`src/rtl/hash_io_pkg.sv`:
```
// hash_io_pkg: shared FSM state and config word indices for the hash host port
package hash_io_pkg;
    typedef enum logic [1:0] {IDLE, ABSORB, BUSY} state_t;
    localparam int CFG_WORDS = 4;
    localparam logic [1:0] CFG_IDX_ID   = 2'd0;
    localparam logic [1:0] CFG_IDX_IOW  = 2'd1;
    localparam logic [1:0] CFG_IDX_RATE = 2'd2;
    localparam logic [1:0] CFG_IDX_DIG  = 2'd3;
endpackage

```
`src/rtl/hash_io_shreg.sv`:
```
// hash_io_shreg: W-bit register with parallel load and IO_W-bit left shift, exposing its top OUT_W bits
module hash_io_shreg
    import hash_io_pkg::*;
#(
    parameter int W     = 64,
    parameter int IO_W  = 16,
    parameter int OUT_W = W
) (
    input  logic             clk,
    input  logic             rst_n,
    input  logic             clr,
    input  logic             ld,
    input  logic             sh,
    input  logic [IO_W-1:0]  din,
    input  logic [W-1:0]     pdata,
    output logic [OUT_W-1:0] q
);
    logic [W-1:0] st;
    logic [W-1:0] sh_v;
    generate
        if (W > IO_W) begin : g_wide
            assign sh_v = {st[W-IO_W-1:0], din};
        end else begin : g_narrow
            assign sh_v = din;
        end
    endgenerate
    always_ff @(posedge clk or negedge rst_n) begin
        if (!rst_n) st <= '0;
        else if (clr) st <= '0;
        else if (ld) st <= pdata;
        else if (sh) st <= sh_v;
    end
    assign q = st[W-1 -: OUT_W];
endmodule

```
`src/rtl/hash_io_port.sv`:
```
// hash_io_port: host word packer/unpacker, core start/init sequencing, config readback and sticky error
module hash_io_port
    import hash_io_pkg::*;
#(
    parameter int          IO_W   = 16,
    parameter int          RATE   = 1088,
    parameter int          DIGEST = 256,
    parameter logic [15:0] CFG_ID = 16'hC0DE
) (
    input  logic              clk,
    input  logic              rst_n,
    input  logic              init,
    input  logic              load,
    input  logic              fetch,
    input  logic              getconfig,
    input  logic [IO_W-1:0]   idata,
    output logic              ack,
    output logic [IO_W-1:0]   odata,
    output logic              err,
    output logic              core_init,
    output logic              core_start,
    output logic [RATE-1:0]   core_block,
    input  logic              core_done,
    input  logic [DIGEST-1:0] core_digest
);
    localparam int NW = RATE / IO_W;
    localparam int ND = DIGEST / IO_W;
    localparam int WW = NW > 1 ? $clog2(NW) : 1;
    localparam int FW = ND > 1 ? $clog2(ND) : 1;
    generate
        if ((RATE % IO_W) != 0 || (DIGEST % IO_W) != 0) begin : g_bad_width
            $error("hash_io_port: RATE and DIGEST must be multiples of IO_W");
        end
    endgenerate
    state_t state, state_n;
    logic [WW-1:0] wcnt, wcnt_n;
    logic [FW-1:0] fcnt, fcnt_n;
    logic [1:0] ccnt, ccnt_n;
    logic dig_valid, dig_valid_n;
    logic ack_n, err_n, core_init_n, core_start_n;
    logic [IO_W-1:0] odata_n, dig_top, cfg_word;
    logic multi, do_load, do_fetch, do_cfg, cap, last;
    // Strobe decode: init overrides everything, colliding host strobes service nothing.
    assign multi    = (load & fetch) | (load & getconfig) | (fetch & getconfig);
    assign do_load  = ~init & ~multi & load & (state == ABSORB);
    assign do_fetch = ~init & ~multi & fetch & dig_valid;
    assign do_cfg   = ~init & ~multi & getconfig;
    assign cap      = ~init & (state == BUSY) & core_done;
    assign last     = wcnt == WW'(NW - 1);
    assign cfg_word = ccnt == CFG_IDX_ID   ? IO_W'(CFG_ID) :
                      ccnt == CFG_IDX_IOW  ? IO_W'(IO_W)   :
                      ccnt == CFG_IDX_RATE ? IO_W'(NW)     : IO_W'(ND);
    always_ff @(posedge clk or negedge rst_n) begin
        if (!rst_n) state <= IDLE;
        else state <= state_n;
    end
    always_comb begin
        state_n = init ? ABSORB : (do_load & last) ? BUSY : cap ? ABSORB : state;
    end
    always_comb begin
        ack_n        = do_load | do_fetch | do_cfg;
        odata_n      = do_fetch ? dig_top : do_cfg ? cfg_word : '0;
        err_n        = ~init & (err | multi | (fetch & ~dig_valid));
        core_init_n  = init;
        core_start_n = do_load & last;
        wcnt_n       = init ? '0 : do_load ? (last ? '0 : wcnt + WW'(1)) : wcnt;
        fcnt_n       = (init | cap) ? '0 : do_fetch ? (fcnt == FW'(ND - 1) ? '0 : fcnt + FW'(1)) : fcnt;
        ccnt_n       = init ? '0 : do_cfg ? ccnt + 2'd1 : ccnt;
        dig_valid_n  = init ? 1'b0 : cap ? 1'b1 : do_load ? 1'b0 : dig_valid;
    end
    always_ff @(posedge clk or negedge rst_n) begin
        if (!rst_n) begin
            ack        <= 1'b0;
            odata      <= '0;
            err        <= 1'b0;
            core_init  <= 1'b0;
            core_start <= 1'b0;
            wcnt       <= '0;
            fcnt       <= '0;
            ccnt       <= '0;
            dig_valid  <= 1'b0;
        end else begin
            ack        <= ack_n;
            odata      <= odata_n;
            err        <= err_n;
            core_init  <= core_init_n;
            core_start <= core_start_n;
            wcnt       <= wcnt_n;
            fcnt       <= fcnt_n;
            ccnt       <= ccnt_n;
            dig_valid  <= dig_valid_n;
        end
    end
    hash_io_shreg #(.W(RATE), .IO_W(IO_W), .OUT_W(RATE)) u_pack (
        .clk   (clk),
        .rst_n (rst_n),
        .clr   (init),
        .ld    (1'b0),
        .sh    (do_load),
        .din   (idata),
        .pdata ('0),
        .q     (core_block)
    );
    // Digest register rotates its top word back in, so fetches wrap around naturally.
    hash_io_shreg #(.W(DIGEST), .IO_W(IO_W), .OUT_W(IO_W)) u_unpack (
        .clk   (clk),
        .rst_n (rst_n),
        .clr   (init),
        .ld    (cap),
        .sh    (do_fetch),
        .din   (dig_top),
        .pdata (core_digest),
        .q     (dig_top)
    );
endmodule

```
`config.mk`:
```
export PLATFORM = sky130hd
export DESIGN_NAME = hash_io_port
export DESIGN_NICKNAME = d
export VERILOG_FILES = /design/src/rtl/hash_io_pkg.sv /design/src/rtl/hash_io_shreg.sv /design/src/rtl/hash_io_port.sv
export SDC_FILE = /design/constraint.sdc
export NUM_CORES = 2
export LEC_CHECK = 0
export CORE_AREA = 2 2 545 547
export CTS_CLUSTER_SIZE = 14
export DETAILED_ROUTE_END_ITERATION = 8
export DIE_AREA = 0 0 547 549
export GPL_ROUTABILITY_DRIVEN = 1
export PLACE_DENSITY = 0.47
export SETUP_SLACK_MARGIN = 0.02
export SYNTH_ARGS = -nofsm -noshare
export SYNTH_HDL_FRONTEND = slang
export SYNTH_SLANG_ARGS = --single-unit
```
`constraint.sdc`:
```
create_clock -name clk -period 2.4 [get_ports clk]
set_input_delay 0.36 -clock clk [delete_from_list [all_inputs] [get_ports clk]]
set_output_delay 0.36 -clock clk [all_outputs]
set_load 0.01 [all_outputs]
```
# Word-level counts from Yosys, hierarchy flattened
# Index checks and enable logic that the tools add are counted.
# W data, S select, Z words.
[word_totals]
ff_bits = 1376
inputBits = 279
output_inout_bits = 1108
[classes]
addsub = 2
n_eq_ne = 5
muxes = 21
n_bitwise = 23
reduce_logical = 6
[op_table]
columns = ["operator", "count"]
rows = [
  ["$mux W1088", 2],
  ["$mux W256", 3],
  ["$mux W16", 3],
  ["$mux W7", 5],
  ["$and A1 B1 Y1", 14],
  ["$mux W2", 5],
  ["$reduce_bool A3 Y1", 3],
  ["$add A7 B1 Y7 const B", 1],
  ["$eq A7 B7 Y1 const B", 1],
  ["$or A1 B1 Y1", 6],
  ["$eq A2 B1 Y1 const B", 2],
  ["$eq A2 B2 Y1 const B", 2],
  ["$reduce_bool A2 Y1", 2],
  ["$mux W1", 3],
  ["$not A1 Y1", 3],
  ["$add A2 B1 Y2 const B", 1],
  ["$logic_not A2 Y1", 1],
]

# Logic depth before layout (Yosys ltp)
[logic_depth]
ltp_word = 10
mapped_depth = 9
mapped_depth_nobuf = 5

# Modules after synthesis
# From an unflattened synthesis, not the netlist that was laid out.
[hier_totals]
hier_cells = 6110
hier_area_um2 = 71293.4
[by_module_without_submodules]
columns = ["mod", "instances", "cells_each", "area_per_inst_um2", "seq_area_each_um2"]
rows = [
  ["hash_io_shreg (u_pack)", 1, 4836, 55366.9, 27226.1],
  ["hash_io_shreg (u_unpack)", 1, 1154, 14538.9, 6406.1],
  ["hash_io_port", 1, 120, 1387.6, 800.8],
]

# Worst setup path before layout
# No wires, ideal clock.
[synth_path]
path_kind = "input-to-reg"
start = "input init"
end = "register u_unpack.st[170]"
setup_time_ns = 0.132
arrival_ns = 1.503
path_slack_ns = 0.765
path_stages = 8
path_cell_list = "buf_6 -> nor2_1 -> and3_1 -> buf_2 -> buf_4 -> buf_4 -> mux2i_1 -> o21ai_1"
[synth_via]
elab_chain_cells = 5
word_cells_on_any_way = 9
classes_between = "mux: 2; bitwise: 6; reduce/logical: 1"
[synth_lines]
columns = ["element", "line_no", "text"]
rows = [
  ["start: declaration", "hash_io_port.sv:12", "input logic init,"],
  ["$not A1 Y1", "hash_io_port.sv:46, hash_io_port.sv:48", ""],
  ["$and A1 B1 Y1, on equally long branches (2 in series)", "hash_io_port.sv:46, hash_io_port.sv:48", ""],
  ["$and A1 B1 Y1 / $mux W256 (equally long branches)", "hash_io_port.sv:46, hash_io_shreg.sv:30", ""],
  ["$reduce_bool A3 Y1 (no line) / $mux W256 (equally long branches)", "n/a", ""],
  ["end signal: assignment", "hash_io_shreg.sv:30", "else if (ld) st <= pdata;"],
  ["end signal: assignment", "hash_io_shreg.sv:31", "else if (sh) st <= sh_v;"],
  ["end: declaration", "hash_io_shreg.sv:18", "logic [W-1:0] st;"],
]
# Several ways; a longest one is shown, not always the timed one.
# A chain may end at the register's enable or synchronous reset.

# Worst setup path after layout
[layout_path]
start = "register u_pack.st[846] (netlist: u_pack.q[846])"
end = "output core_block[846]"
[layout_rtl]
columns = ["element", "line_no", "text"]
rows = [
  ["start: declaration", "hash_io_shreg.sv:18", ""],
  ["start signal: assignment", "hash_io_shreg.sv:30", ""],
  ["start signal: assignment", "hash_io_shreg.sv:31", ""],
  ["end: declaration", "hash_io_port.sv:22", "output logic [RATE-1:0] core_block,"],
]
# No word-level cell between the ends.

==> flow_metrics.env <==
export IMPL_dieHeight_um=549
export IMPL_finalNonFillerCells=11400
export IMPL_place_gp_congestion=0.866
export IMPL_critical_path_max_stage_delay_ns=0.65
export IMPL_detail_route_drc_violations=0
export IMPL_num_nets_final=7625
export IMPL_synth_xor_xnor_area_share_pct=0.0150
export IMPL_viasPerCell=4.27
export IMPL_fin_worst_hold_slack_ns=0.0857
export IMPL_worstPathCellList="clkdlybuf4s50_1"
export IMPL_detail_route_wl_per_cell_um=23.6
export IMPL_synth_edf_count=0
export IMPL_dominantRegCellSynth="dfrtp_1"
export IMPL_postRouteWirelength_um=269000
export IMPL_outcome="finished clean"
export IMPL_drive_above_1_share_pct=7.71
export IMPL_maxCapViolations=0
export IMPL_cts_clk_slew_worst_paths_ns=0.06
export IMPL_boundaryPins=1387
export IMPL_grt_pass1_vias=49800
export IMPL_ys_async_sr_fraction_pct=100
export IMPL_totalNegativeSetupSlack_ns=0
export IMPL_row_count=200
export IMPL_initialDrtViolationCount=3622
export IMPL_maxSlewHeadroom_pct=49.3
export IMPL_dominant_combinational_cell_family_by_area_after_synthesis="simple AND/OR/NAND/NOR gates"
export IMPL_postRouteAntennaNets=0
export IMPL_clock_sinks=1376
export IMPL_synthesis_area_per_instance_um2=9.78
export IMPL_yosysWarningCount=0
export IMPL_critPathCaptureType="primary output"
export IMPL_holdCritPathClass="primary input to asynchronous set/reset pin"
export IMPL_timing_critical_path_max_delay_family="buffers and inverters"
export IMPL_maximum_number_of_pins_on_one_net_before_global_route_repair=154
export IMPL_area_growth_syn_to_fin_pct=43.5
export IMPL_power_leakage_uw=0.0391
export IMPL_n_fill_cell=30900
export IMPL_clock_path_buffers=4
export IMPL_max_vdd_drop_uv=398
export IMPL_tritoncts="done"
export IMPL_antenna_found_initial=9
export IMPL_drt_pass1_iter_count=7
export IMPL_cts_made_buffers=168
export IMPL_rsz0062_at_grt="no"
export IMPL_netlist_area_mm2=0.0582
export IMPL_worstPathBufferInverterCount=1
export IMPL_grt_ovfl_total=0
export IMPL_cellPowerDensity_mw_per_mm2=619
export IMPL_cts_root_buf="clkbuf_16"
export IMPL_timing_final_crit_share_pct=94.6
export IMPL_fp_dieW_um=547
export IMPL_gr_usage_all_layers_pct=17.3
export IMPL_placed_cells_incl_taps=11100
export IMPL_final_hold_violation_count=0
export IMPL_timing_fmax_mhz=440
export IMPL_finalCriticalPeriod_ns=2.27
export IMPL_final_critical_path_setup_slack_ns=0.129
export IMPL_core_region_area_mm2=0.295
export IMPL_finalSetupViolCount=0
export IMPL_place_detailed_hpwl_um=202000
export IMPL_synth_compound_area_share_pct=3.00
export IMPL_required_time_of_the_critical_path_ns=2.04
export IMPL_worstSkewPairLatency_ns=0.82
export IMPL_starting_density_of_the_core_pct=19.7
export IMPL_max_slew_worst_pin_slew_ns=0.760
export IMPL_post_synth_fa_ha_maj_area_fraction_pct=0.0860
export IMPL_pre_cts_setup_slack_ns=0.0282
export IMPL_worst_ep_arrival_time_ns=1.91
export IMPL_portBuffers=1386
export IMPL_synthesis_nets=6236
export IMPL_yosys_area_share_simple_pct=29.4
export IMPL_global_route_wire_length_before_repair_um=381000
export IMPL_fp_dieArea_mm2=0.300
export IMPL_multiplexer_share_of_the_synthesized_area_pct=4.42
export IMPL_yosysSeqAreaShare_pct=59.2
export IMPL_timing_critical_path_from_type="register"
export IMPL_timing_critical_path_slowest_stage_cell="clkdlybuf4s50_1"
export IMPL_routed_via_count=48800
export IMPL_crit_fanout=3
export IMPL_postSynthCellCount=5953
export IMPL_ys_ff_latch=1376
export IMPL_synthDistinctLibCells=35
export IMPL_cts_max_level=4
export IMPL_worst_setup_path_type="register to primary output"
export IMPL_final_max_slew_violation_count=0
export IMPL_skew_ns=0.0489
==> final timing paths <==
check | startpoint | to | slack [ns] | depth (start not counted)
min in group clk | core_digest[91] | u_unpack.st[91] | 0.09 | 3
worst min register to register | ccnt[0] | ccnt[0] | 0.47 | 1
worst min-delay path | rst_n | u_pack.q[429] | 0.09 | 2
worst max-delay path | u_pack.q[846] | core_block[846] | 0.13 | 1
worst max register to register | state[0] | u_pack.q[885] | 0.38 | 7
max in group asynchronous | rst_n | u_unpack.st[229] | 1.17 | 4
==> power by group <==
part	switching [µW]	leakage, µW	internal [µW]
logic	1440	0.0172	994
clock network	10600	0.00273	15400
registers	18.5	0.0191	23200
==> metrics by stage <==
stage	utilization (%)	cell area (µm²)	power [µW]
final	28.3	83500	51700
after global routing	28.3	83500	53500
after CTS	28.3	83500	52500
after detailed placement	26.3	77700	26100
after global placement	26.3	77700	26100
after floorplan	-	58200	24500
==> final cells by class <==
cell class	count	area [µm²]	area share [%]
sequential	1376	34500	41.3
antenna	4	10.0	0.0120
clock buffer	245	4900	5.87
clock inverter	51	628	0.752
multi-input combinational	4121	21500	25.7
inverter	3	11.3	0.0135
timing repair buffer	1672	17100	20.4
tap	3939	4930	5.90
==> synthesized netlist by cell type, types with 2 or more instances <==
library cell	count	area (µm²)
nand4_1	2	12.5
ha_1	4	50.1
mux2i_1	256	2560
buf_1	24	90.1
buf_4	117	878
nand2_1	2455	9220
inv_1	3	11.3
clkbuf_1	206	773
buf_2	103	515
o21ai_1	216	1080
nor2b_1	2	12.5
and3_1	3	18.8
a21oi_1	82	410
nor2_1	6	22.5
dfrtp_1	1376	34400
nand3_1	9	45.0
or3_1	3	18.8
buf_6	2	22.5
and2_1	10	62.6
o21ai_0	45	225
nand2b_1	2	12.5
or3b_2	2	17.5
nand3b_1	1013	7600
==> per-layer routing <==
metal	vias to the layer above	GRT usage, %	share of wire (%)
met5	-	0	0.017
met4	6	5.12	3.0
met3	324	5.02	7.6
met2	1688	29.6	49
met1	24500	20.8	40
li1	22200	-	-
==> cells in the final DEF, fill, tap and decap left out, drive strengths merged, types with 4 or more instances in the layout <==
cell	synthesis	layout
clkdlybuf4s50	0	1274
clkbuf	206	245
bufinv	0	11
nand3b	1013	1013
dlygate4sd2	0	102
inv	3	10
nor2	6	6
clkinv	0	31
ha	4	4
mux2i	256	256
o21ai	261	261
and2	10	10
a21oi	82	82
nand3	9	9
diode	0	4
dfrtp	1376	1376
buf	247	261
nand2	2455	2455
dlygate4sd3	0	32
==> what timing repair did <==
action,in CTS,in global routing
hold buffers,32,0
setup endpoints to repair,134,3
gates cloned,0,0
hold endpoints to repair,516,0
buffers inserted,2,0
pin swaps,0,0
gates resized for setup,150,3
==> registers in the layout (all words and copies together) (netlist names) <==
signal / count
dig_valid: 1
core_init: 1
ccnt: 2
core_start: 1
u_pack.q: 1088
state: 2
err: 1
ack: 1
u_unpack.st: 256
odata: 16
wcnt: 7
==> logic make-up after synthesis <==
group / Yosys count
buffers and inverters: 456
adders and majority gates: 4
muxes: 257
AOI/OAI and AO/OA: 347
xor gates and xnor gates: 1
DFF: 1376
and+or+nand+nor: 3512
(Power assumes the default switching activity.)
